## config.mk

```make
export PLATFORM = sky130hd
export DESIGN_NAME = vpu_req_issuer
export DESIGN_NICKNAME = d
export VERILOG_FILES = /design/src/rtl/vpu_req_issuer_pkg.sv /design/src/rtl/vpu_cmd_fifo.sv /design/src/rtl/vpu_req_issuer.sv
export SDC_FILE = /design/constraint.sdc
export NUM_CORES = 1
export LEC_CHECK = 0
export CAP_MARGIN = 20
export CORE_ASPECT_RATIO = 0.5
export CORE_UTILIZATION = 25
export CTS_CLUSTER_DIAMETER = 120
export DETAILED_ROUTE_END_ITERATION = 7
export GPL_TIMING_DRIVEN = 0
export PLACE_DENSITY = 0.41
export SYNTH_ARGS = -nofsm -noshare
export SYNTH_HDL_FRONTEND = slang
export SYNTH_SLANG_ARGS = --single-unit
```

## constraint.sdc

```tcl
create_clock -name clk -period 2.7 [get_ports clk]
set_input_delay 0.405 -clock clk [delete_from_list [all_inputs] [get_ports clk]]
set_output_delay 0.405 -clock clk [all_outputs]
set_load 0.05 [all_outputs]
```

## src/rtl/vpu_req_issuer_pkg.sv

```systemverilog
// rtl/vpu_req_issuer_pkg.sv - shared widths, request struct and issuer state type
package vpu_req_issuer_pkg;

  localparam int SRAM_R_PORT_CNT = 2;
  localparam int ADDR_W          = 16;
  localparam int OP_W            = 5;

  // src_addr[k] occupies bits [k*ADDR_W +: ADDR_W] of the packed field,
  // so it lines up with the flat host/controller address buses.
  typedef struct packed {
    logic [OP_W-1:0]                        opcode;
    logic [SRAM_R_PORT_CNT-1:0][ADDR_W-1:0] src_addr;
    logic [SRAM_R_PORT_CNT-1:0]             rvalid;
    logic [ADDR_W-1:0]                      dst_addr;
  } vpu_req_t;

  typedef enum logic [1:0] {
    S_IDLE,
    S_REQ,
    S_WAIT,
    S_RSP
  } issuer_state_t;

endpackage

```

## src/rtl/vpu_cmd_fifo.sv

```systemverilog
// rtl/vpu_cmd_fifo.sv - synchronous command FIFO with extra-MSB pointer wrap
module vpu_cmd_fifo
  import vpu_req_issuer_pkg::*;
#(
  parameter int DEPTH = 4
) (
  input  logic     clk,
  input  logic     rst_n,
  input  logic     push,
  input  vpu_req_t push_data,
  input  logic     pop,
  output vpu_req_t pop_data,
  output logic     full,
  output logic     empty
);

  localparam int AW = $clog2(DEPTH);

  vpu_req_t       mem [DEPTH];
  logic [AW:0]    wr_ptr;
  logic [AW:0]    rd_ptr;

  // Same index with differing wrap bit means every slot is occupied.
  assign empty    = (wr_ptr == rd_ptr);
  assign full     = (wr_ptr[AW] != rd_ptr[AW]) && (wr_ptr[AW-1:0] == rd_ptr[AW-1:0]);
  assign pop_data = mem[rd_ptr[AW-1:0]];

  // Advance pointers; pushes into a full FIFO and pops from an empty one are dropped.
  always_ff @(posedge clk) begin
    if (!rst_n) begin
      wr_ptr <= '0;
      rd_ptr <= '0;
    end else begin
      if (push && !full) begin
        wr_ptr <= wr_ptr + (AW+1)'(1);
      end
      if (pop && !empty) begin
        rd_ptr <= rd_ptr + (AW+1)'(1);
      end
    end
  end

  // Storage array needs no reset; only entries behind the write pointer are read.
  always_ff @(posedge clk) begin
    if (push && !full) begin
      mem[wr_ptr[AW-1:0]] <= push_data;
    end
  end

endmodule

```

## src/rtl/vpu_req_issuer.sv

```systemverilog
// rtl/vpu_req_issuer.sv - queues host commands and issues them one at a time to the VPU controller
module vpu_req_issuer
  import vpu_req_issuer_pkg::*;
#(
  parameter int FIFO_DEPTH = 4,
  parameter int TIMEOUT_W  = 12
) (
  input  logic                              clk,
  input  logic                              rst_n,
  input  logic                              cmd_valid_i,
  output logic                              cmd_ready_o,
  input  logic [OP_W-1:0]                   cmd_opcode_i,
  input  logic [SRAM_R_PORT_CNT*ADDR_W-1:0] cmd_src_addr_i,
  input  logic [SRAM_R_PORT_CNT-1:0]        cmd_rvalid_i,
  input  logic [ADDR_W-1:0]                 cmd_dst_addr_i,
  output logic                              req_valid_o,
  input  logic                              req_ready_i,
  output logic [OP_W-1:0]                   req_opcode_o,
  output logic [SRAM_R_PORT_CNT*ADDR_W-1:0] req_src_addr_o,
  output logic [SRAM_R_PORT_CNT-1:0]        req_rvalid_o,
  output logic [ADDR_W-1:0]                 req_dst_addr_o,
  input  logic                              wb_done_i,
  output logic                              rsp_valid_o,
  output logic                              rsp_timeout_o,
  output logic                              busy_o,
  output logic [15:0]                       issued_cnt_o
);

  vpu_req_t            push_data;
  vpu_req_t            head;
  vpu_req_t            req_q;
  logic                full;
  logic                empty;
  logic                pop;
  issuer_state_t       state;
  issuer_state_t       state_nxt;
  logic [TIMEOUT_W-1:0] tmo_cnt;
  logic [TIMEOUT_W-1:0] tmo_nxt;
  logic                status;
  logic                status_nxt;
  logic [15:0]         issued_cnt;

  assign push_data.opcode   = cmd_opcode_i;
  assign push_data.src_addr = cmd_src_addr_i;
  assign push_data.rvalid   = cmd_rvalid_i;
  assign push_data.dst_addr = cmd_dst_addr_i;

  vpu_cmd_fifo #(
    .DEPTH (FIFO_DEPTH)
  ) u_fifo (
    .clk       (clk),
    .rst_n     (rst_n),
    .push      (cmd_valid_i),
    .push_data (push_data),
    .pop       (pop),
    .pop_data  (head),
    .full      (full),
    .empty     (empty)
  );

  // Ready comes straight from the registered full flag, so a same-cycle pop never frees a slot early.
  assign cmd_ready_o    = !full;
  assign req_valid_o    = (state == S_REQ);
  assign rsp_valid_o    = (state == S_RSP);
  assign rsp_timeout_o  = (state == S_RSP) && status;
  assign busy_o         = (state != S_IDLE) || !empty;
  assign issued_cnt_o   = issued_cnt;
  assign req_opcode_o   = req_q.opcode;
  assign req_src_addr_o = req_q.src_addr;
  assign req_rvalid_o   = req_q.rvalid;
  assign req_dst_addr_o = req_q.dst_addr;

  // Next-state logic: pop in idle, hold the request until handshake, wait for write-back or timeout.
  always_comb begin
    state_nxt  = state;
    tmo_nxt    = tmo_cnt;
    status_nxt = status;
    pop        = 1'b0;
    case (state)
      S_IDLE: begin
        if (!empty) begin
          pop       = 1'b1;
          state_nxt = S_REQ;
        end
      end
      S_REQ: begin
        if (req_ready_i) begin
          tmo_nxt   = '0;
          state_nxt = S_WAIT;
        end
      end
      S_WAIT: begin
        tmo_nxt = tmo_cnt + TIMEOUT_W'(1);
        // A completion arriving on the saturating cycle still counts as success.
        if (wb_done_i) begin
          status_nxt = 1'b0;
          state_nxt  = S_RSP;
        end else if (tmo_nxt == '1) begin
          status_nxt = 1'b1;
          state_nxt  = S_RSP;
        end
      end
      S_RSP: begin
        state_nxt = S_IDLE;
      end
      default: begin
        state_nxt = S_IDLE;
      end
    endcase
  end

  // State, timeout, status, held request and accepted-request counter registers.
  always_ff @(posedge clk) begin
    if (!rst_n) begin
      state      <= S_IDLE;
      tmo_cnt    <= '0;
      status     <= 1'b0;
      req_q      <= '0;
      issued_cnt <= '0;
    end else begin
      state   <= state_nxt;
      tmo_cnt <= tmo_nxt;
      status  <= status_nxt;
      if (pop) begin
        req_q <= head;
      end
      if (state == S_REQ && req_ready_i) begin
        issued_cnt <= issued_cnt + 16'd1;
      end
    end
  end

endmodule

```

==> results.txt <==
----------------------------------------------------
[Layout]
  Diode insertion count for antenna repair ... 0
  Commonest non-fill, non-tap cells in the layout ... sky130_fd_sc_hd__edfxtp_1 (220), sky130_fd_sc_hd__nand2_1 (138), sky130_fd_sc_hd__clkdlybuf4s50_1 (131)
  Share of final-layout standard cells stronger than drive strength 1 ... between 10% and 20%
  Most common cell after layout, fill and taps aside ... sky130_fd_sc_hd__edfxtp_1
  Final net count ... ~1000
  Filler cells ... between 4000 and 5000
  Layout overhead on the synthesized area ... 26.5%
  Final Core Density ... around a third

[Job]
  Count of maximum capacitance violations ... 0

[Global routing]
  Number of global-route vias before repair ... just over 7000
  First-pass GRT wire length ... ~43 mm
  All-Layer GR Usage ... approximately 12%
  Overflow left after global routing ... 0
  Maximum number of pins on one net before global-route repair ... 35
  Number of antenna violations at the first check in global routing ... 2

[Routing]
  Detailed-route wire length ... 28.1 mm
  Drt first pass iters ... 4
  Detail-routed via count per cell ... 4.19
  Via Count ... between 6000 and 7000
  Final routed DRC violation total ... 0
  Initial detailed-routing violation count ... 360
  Per-cell routed wire length ... around 17 µm
  Antenna Nets Post-Route ... 0

[Synthesis]
  Top cell type's share of synthesized area ... a little over half
  Mean cell area of the mapped netlist ... about 15 µm²
  Cell type with the largest total area after synthesis ... sky130_fd_sc_hd__edfxtp_1
  Most frequently used flop master after synthesis ... sky130_fd_sc_hd__edfxtp_1
  Seq cells post-synth ... about 310
  Fraction of the yosys area taken by sequential cells ... 70.1%
  Number of warning messages in the yosys log ... 0
  Number of synthesized flops with an enable pin ... 220
  Number of unique standard cell types used by synthesis ... 46
  Syn Inst Count ... 781
  Cells taking the most area after synthesis ... sky130_fd_sc_hd__edfxtp_1 (55%), sky130_fd_sc_hd__dfxtp_1 (15%), sky130_fd_sc_hd__mux4_2 (10%)
  Asr flop ratio synth ... 0%
  Cell area after technology mapping ... between 10000 and 15000 µm²
  Post-Syn Nets ... between 800 and 900

[Timing]
  Number of max-slew violations in the final report ... 0
  Worst hold-check slack ... between 200 and 300 ps
  Final Hold Violating Endpoints ... 0
  Tightest slew margin relative to the limit ... 41.3%
  Crit share post-route ... ~94%
  Post-route minimum period ... about 2500 ps
  Post-route clock skew ... roughly 8 ps
  Setup repair after global routing missed its margin ... no
  F_max ... 394 MHz
  Worst slew pin tran ... 881 ps
  Setup-violating endpoint count in the final report ... 0

[Critical path]
  Critical path endpoint category ... primary output
  Data required time of the critical path ... approximately 2300 ps
  Maximum fanout count along the critical path ... 4
  Data arrival time of the critical path ... between 2000 and 2500 ps
  Worst Path Class, Setup ... flip-flop to primary output
  Worst setup SP type ... flip-flop

[Die]
  Height of the die ... ~160 µm
  Core footprint ... between 40000 and 50000 µm²
  Width of the die ... approximately 310 µm
  DIE AREA ... 49100 µm²
  Starting Density ... about a quarter
  IO Pins ... around 140
  Count of standard-cell rows ... 56

[Clock tree]
  H-tree depth ... 1
  Buffer cell driving the clock tree root ... sky130_fd_sc_hd__clkbuf_16
  TritonCTS Sinks ... 312
  # resized after CTS ... 1
  Hold-fix buffer count after cts ... 0
  Later-pin clock latency in the skew report ... about 580 ps
  Clock tree from TritonCTS ... done
  Number of buffers created by CTS ... 31
  Post-CTS setup buffer count ... 0
  Buffers from clock root to sink, at most ... 3
  Clk pin slew, worst setup/hold paths ... ~60 ps

[Power]
  Total power divided by cell area ... about 960 nW/µm²
  Worst-case vdd ir drop ... between 0.0005 and 0.0006 V
  P_leak ... slightly below 5 nW
  Total design power ... about 15 mW

[Placed design]
  Port bufs ... ~130
  HPWL Detailed ... 18.0 mm
  Final weighted congestion of routability-driven global placement ... between 0.7 and 0.8

[Worst hold path]
  Path type of the worst min-delay path ... input pin to flip-flop

[Status]
  Outcome ... finished, final reports clean

----------------------------------------------------
==> synth_stat cells, types with 3 or more instances <==
cell type	n
sky130_fd_sc_hd__a21boi_0	61
sky130_fd_sc_hd__a21oi_1	11
sky130_fd_sc_hd__a22oi_1	4
sky130_fd_sc_hd__and2_1	21
sky130_fd_sc_hd__and3_1	6
sky130_fd_sc_hd__buf_1	7
sky130_fd_sc_hd__buf_2	8
sky130_fd_sc_hd__clkbuf_1	23
sky130_fd_sc_hd__dfxtp_1	92
sky130_fd_sc_hd__edfxtp_1	220
sky130_fd_sc_hd__ha_1	13
sky130_fd_sc_hd__inv_1	10
sky130_fd_sc_hd__mux2i_1	3
sky130_fd_sc_hd__mux4_2	55
sky130_fd_sc_hd__nand2_1	138
sky130_fd_sc_hd__nand3_1	13
sky130_fd_sc_hd__nand4_1	3
sky130_fd_sc_hd__nor2_1	13
sky130_fd_sc_hd__nor2b_1	12
sky130_fd_sc_hd__nor3_1	6
sky130_fd_sc_hd__o21ai_0	10
sky130_fd_sc_hd__or3_1	3
sky130_fd_sc_hd__xnor2_1	18
sky130_fd_sc_hd__xor2_1	3
==> cells by family after synthesis <==
kind of cell / share of synthesized area, %
fa+ha+maj: 1.35
flops: 70.1
buf+inv: 1.68
compound gates: 5.67
mux: 10.7
simple gates: 8.92
xor+xnor: 1.53
==> power by group <==
part	switching [mW]	internal (mW)
Combinational	2.94	1.66
Clock	1.83	2.23
Sequential	0.247	5.65
Total	5.01	9.54
==> path summary, 6_finish.rpt <==
kind                                  startpoint                               to  slack (ps)  cells after the start
setup reg to reg         tmo_cnt[1]$_SDFFE_PN0P_            state[1]$_SDFFE_PN0P_         390                      7
setup / recovery           state[0]$_SDFFE_PN0P_                    rsp_timeout_o         160                      3
hold / removal                             rst_n  req_src_addr_o[27]$_SDFFE_PN0P_         260                      2
hold reg to reg   req_src_addr_o[8]$_SDFFE_PN0P_   req_src_addr_o[8]$_SDFFE_PN0P_         460                      2
==> area by class of cell <==
cell class                      count  area [µm²]  share of cell area, %
Timing Repair Buffer              138        1430                   9.40
Sequential cell                   312        8450                   55.4
Clock buffer                       47         876                   5.75
Clock inverter                     11        62.6                  0.411
Inverter                           10        37.5                  0.246
Buffer                             40         165                   1.08
Tap cell                          638         798                   5.24
Multi-Input combinational cell    419        3420                   22.4
==> flip-flops by register name (all words and copies together), names as in the netlist <==
register        count
u_fifo.rd_ptr       3
u_fifo.wr_ptr       3
req_dst_addr_o     16
u_fifo.mem        220
status              1
state               2
issued_cnt_o       16
req_src_addr_o     32
req_opcode_o        5
req_rvalid_o        2
tmo_cnt            12
==> stage by stage <==
step	setup WS (ps)	instances	TNS (ps)	instance area [µm²]
floorplan	446	781	0	12100
global placement	-162	1553	-32970	14200
detailed placement	280	1557	0	14300
CTS	1.32	1615	0	15200
global route	41.4	1615	0	15200
finish	161	1615	0	15200
==> per-layer routing <==
layer / share of wire, % / track usage [%]
met1: 42 / 14.0
met2: 52 / 21.4
met3: 3.2 / 1.95
met4: 2.3 / 3.06
met5: 0 / 0
==> worst max-delay path: stages (launching register included) <==
cell	delay, ps
sky130_fd_sc_hd__dfxtp_1	390
sky130_fd_sc_hd__ha_1	210
sky130_fd_sc_hd__and2_1	140
sky130_fd_sc_hd__clkdlybuf4s50_1	810
Note: power is estimated with default switching activity, not from simulation.
